===== src/rtl/pc_branch_unit.sv =====
// Program counter and branch resolution for the 8-bit core: next-PC selection, Start/Done handshake,
// retired-instruction counter. Define PC_BRANCH_LUT_EN to use a 16-entry absolute target LUT.
module pc_branch_unit #(
  parameter int PC_W  = 10,
  parameter int CNT_W = 16
) (
  input  logic             Clk,
  input  logic             Reset_n,
  input  logic             Start,
  input  logic             Branch,
  input  logic             Jump,
  input  logic             Halt,
  input  logic             Zero,
  input  logic [3:0]       Offset,
  input  logic             LutWe,
  input  logic [3:0]       LutAddr,
  input  logic [PC_W-1:0]  LutData,
  output logic [PC_W-1:0]  ProgCtr,
  output logic             Running,
  output logic             Done,
  output logic [CNT_W-1:0] InstCount
);

  typedef enum logic [1:0] {
    IDLE   = 2'd0,
    RUN    = 2'd1,
    HALTED = 2'd2
  } state_t;

  state_t           state;
  logic [PC_W-1:0]  target;
  logic [PC_W-1:0]  pc_inc;
  logic [CNT_W-1:0] cnt_next;
  logic             take_target;

`ifdef PC_BRANCH_LUT_EN
  logic [PC_W-1:0] lut [16];

  // NOTE: the LUT must clear on reset, so it is built from resettable flops rather than a RAM macro.
  always_ff @(posedge Clk or negedge Reset_n) begin
    if (!Reset_n) begin
      for (int i = 0; i < 16; i++) lut[i] <= '0;
    end else if (LutWe) begin
      lut[LutAddr] <= LutData;
    end
  end

  // Read is combinational from the current array, so a same-cycle write is seen only next cycle.
  assign target = lut[Offset];
`else
  logic unused_lut_port;
  assign unused_lut_port = ^{LutWe, LutAddr, LutData};

  assign target = ProgCtr + {{(PC_W-4){Offset[3]}}, Offset};
`endif

  assign take_target = Jump | (Branch & Zero);
  assign pc_inc      = ProgCtr + PC_W'(1);
  assign cnt_next    = (InstCount == {CNT_W{1'b1}}) ? InstCount : InstCount + CNT_W'(1);

  // NOTE: all state here uses non-blocking assignments so every register samples pre-edge values.
  always_ff @(posedge Clk or negedge Reset_n) begin
    if (!Reset_n) begin
      state     <= IDLE;
      ProgCtr   <= '0;
      Running   <= 1'b0;
      Done      <= 1'b0;
      InstCount <= '0;
    end else begin
      case (state)
        IDLE, HALTED: begin
          if (Start) begin
            state     <= RUN;
            ProgCtr   <= '0;
            InstCount <= '0;
            Running   <= 1'b1;
            Done      <= 1'b0;
          end
        end
        RUN: begin
          InstCount <= cnt_next;
          if (Halt) begin
            state   <= HALTED;
            Running <= 1'b0;
            Done    <= 1'b1;
          end else if (take_target) begin
            ProgCtr <= target;
          end else begin
            ProgCtr <= pc_inc;
          end
        end
        default: begin
          state   <= IDLE;
          Running <= 1'b0;
          Done    <= 1'b0;
        end
      endcase
    end
  end

endmodule


===== config.mk =====
export PLATFORM = sky130hd
export DESIGN_NAME = pc_branch_unit
export DESIGN_NICKNAME = d
export VERILOG_FILES = /design/src/rtl/pc_branch_unit.sv
export SDC_FILE = /design/constraint.sdc
export NUM_CORES = 1
export LEC_CHECK = 0
export ABC_CLOCK_PERIOD_IN_PS = 1900
export CAP_MARGIN = 15
export CORE_MARGIN = 2
export CORE_UTILIZATION = 42
export CTS_CLUSTER_SIZE = 12
export DETAILED_ROUTE_END_ITERATION = 12
export PLACE_DENSITY = 0.85
export SYNTH_ARGS = -nofsm -noshare
export SYNTH_HDL_FRONTEND = slang
export SYNTH_SLANG_ARGS = --single-unit

===== constraint.sdc =====
create_clock -name Clk -period 1.9 [get_ports Clk]
set_input_delay 0.19 -clock Clk [delete_from_list [all_inputs] [get_ports Clk]]
set_output_delay 0.19 -clock Clk [all_outputs]
set_load 0.05 [all_outputs]

==> flow_summary.ini <==
[status]
outcome = complete, no violations

[power_and_ir_drop]
p_int_mw = 1.582
swShare_pct = 44.65
p_leak_nw = 1.131
power-per-cell-area_mw_per_mm2 = 1108
p_clk_share_pct = 17.5
pwr-share-comb_pct = 51.3
ir_drop_v = 0.0006657
p_sw_mw = 1.276
p_seq_share_pct = 31.3
power_mw = 2.858

[finish]
final_cell_mix = clkdlybuf4s50_1 (33), buf_4 (25), dfrtp_1 (24)
finalInstanceArea_mm2 = 0.002580
final_cells = 309
drive_above_1_share_pct = 23.94
final_common_cell = clkdlybuf4s50_1
nets = 290
diodes = 0
post-route-util_pct = 63.58
area_growth_pct = 43.00
n_fill_cell = 342

[grt]
grt_pass1_wl_um = 7900
antenna_found_initial = 0
grt_max_degree = 30
gr-total-overflow = 0
grt_usage_pct = 20.40
grt_pass1_vias = 1745

[cts]
cts_tree = yes
cts_buffers = 5
htree_levels = 2
cts.path.max_buffers = 2
clkLatencyLatePin_ns = 0.29
clk_pin_slew_ns = 0.07
cts_sinks = 29
cts_root_buffer = clkbuf_8
holdBufCountCts = 0

[sta]
max-slew-margin-rel_pct = 66.27
fin_crit_ns = 1.898
whs_ns = 0.2906
hold_viol_final = 0
post-route-period-util_pct = 99.92
fin_setup_tns_ns = 0
setup_viol = 0
skew_ns = 0.004663
clock.fmax_mhz = 526.7
drv_slew = 0
worstMarginPinSlew_ns = 0.5044
worst_slack_ns = 0.001503

[routing]
wl_met1_um = 1942
route.vias.total = 1778
wl_met2_um = 2361
drc = 0
drt_iter0_drc = 115
dr.pass1.iters = 4
top_layer_used = met4
wl_met3_um = 303
detail_route.wirelength_um = 4696
viasPerCell = 5.754
wl_per_cell_um = 15.20
drtAntennaViolNets = 0

[synthesis]
synth_warnings = 0
synth_edf_count = 0
synth_nets = 226
synthArstFlopShare_pct = 100.0
netlist_instances = 194
ys_ff_latch = 29
synth_area_mm2 = 0.001804
synth_cell_types = 51
synth-main-ff-cell = dfrtp_1
avgSynthCellArea_um2 = 9.300
seq_area_frac_synth_pct = 40.22

[die]
die_w_um = 69.54
start_util_pct = 44.46
die_h_um = 69.54
die_area_mm2 = 0.004836
ios = 54
std_cell_rows = 23
core-area_mm2 = 0.004058

[worst_setup_path]
r2r_slack_ns = 0.002
cp-start-kind = input pin
r2r_end = ProgCtr[8]$_DFFE_PN0P_
critPathArrivalTime_ns = 2.11
critPathRequiredTime_ns = 2.11
r2r_start = ProgCtr[0]$_DFFE_PN0P_
worstPathMaxFanout = 5
rr_worst_depth = 8
worst-setup-path-type = in2reg
cp-end-kind = flip-flop

[placement]
placed_cells = 297
port_buffers = 38
dp_worst_setup_slack_ns = -0.5894
dp_hpwl_um = 3467
placed_cell_area_mm2 = 0.002407
gp_congestion = 0.9046

[job]
maxCapViolCount = 0

[worst_hold_path]
hold_path.class = in2async
-- worst max-delay path by stage --
stage,cells after the start,endpoint,slack (ns),from
after floorplan,8,ProgCtr[6]$_DFFE_PN0P_,-0.02,ProgCtr[0]$_DFFE_PN0P_
after global placement,11,ProgCtr[6]$_DFFE_PN0P_,-0.46,Branch
after detailed placement,9,ProgCtr[9]$_DFFE_PN0P_,-0.59,Branch
after CTS,8,ProgCtr[8]$_DFFE_PN0P_,0.01,ProgCtr[0]$_DFFE_PN0P_
after global routing,8,ProgCtr[8]$_DFFE_PN0P_,-0.07,ProgCtr[0]$_DFFE_PN0P_
final,8,ProgCtr[8]$_DFFE_PN0P_,0.002,Offset[2]
-- power groups by stage --
stage | Combinational [mW] | Sequential, mW | Clock, mW
after floorplan | 0.508 | 1.25 | 0
after global placement | 1.32 | 0.889 | 0
after detailed placement | 1.37 | 0.888 | 0
after CTS | 1.42 | 0.885 | 0.506
after global routing | 1.57 | 0.914 | 0.546
final | 1.46 | 0.894 | 0.499
-- critical path, cell delays in order --
cell and delay (ns):
clkdlybuf4s50_1 0.45, and2_1 0.16, ha_4 0.24, nor2b_2 0.18, o41ai_2 0.36, nand3b_1 0.15
a211o_1 0.31, o21ai_1 0.08
-- synth_stat cells, drive strengths merged (3+ instances only) --
| master | n | area (um2) |
|---|---|---|
| xor2 | 12 | 105.1 |
| nand4 | 8 | 65.06 |
| a31oi | 3 | 18.77 |
| nand3 | 11 | 55.05 |
| inv | 13 | 48.80 |
| nand2b | 6 | 37.54 |
| and3 | 4 | 26.28 |
| ha | 5 | 62.56 |
| nor3 | 3 | 26.28 |
| nor2 | 18 | 70.07 |
| dfrtp | 29 | 725.7 |
| clkbuf | 3 | 11.26 |
| and2 | 3 | 18.77 |
| o31ai | 3 | 22.52 |
| a211oi | 3 | 22.52 |
| o21ai | 15 | 75.07 |
| o211ai | 9 | 86.33 |
| nand2 | 14 | 52.55 |
| nor2b | 3 | 18.77 |
-- logic make-up after synthesis --
| kind of cell | share of synthesized area (%) |
|---|---|
| AO/OA/AOI/OAI | 20.53 |
| XOR/XNOR | 6.311 |
| adder cells (fa/ha/maj) | 4.577 |
| buffers and inverters | 4.230 |
| flip-flops | 40.22 |
| multiplexers | 0.5548 |
| AND/OR/NAND/NOR | 23.58 |
-- metal layers --
| metal | up-vias | global-route usage (%) |
|---|---|---|
| li1 | 839 | - |
| met1 | 861 | 24.86 |
| met2 | 69 | 34.94 |
| met3 | 9 | 4.942 |
| met4 | 0 | 7.407 |
| met5 | - | 0 |
-- what timing repair did --
action	CTS	global route
setup buffers	3	1
pin swaps	6	6
setup endpoints to repair	7	9
gates cloned	0	0
resized for setup	16	7
-- sequential cells by signal (all words and copies together) (netlist names) --
name and count:
InstCount 16, ProgCtr 10, Running 1, state 2
-- layout make-up --
type                       count  area, um2  share of cell area (%)
multi-input combinational    147       1102                   42.73
sequential                    29      732.0                   28.37
timing repair buffer          62      551.8                   21.39
clock buffer                   6      72.57                   2.813
tap                           50      62.56                   2.425
inverter                      13      48.80                   1.891
clock inverter                 2      10.01                  0.3880
No activity file was read; power rests on OpenSTA's default activity.
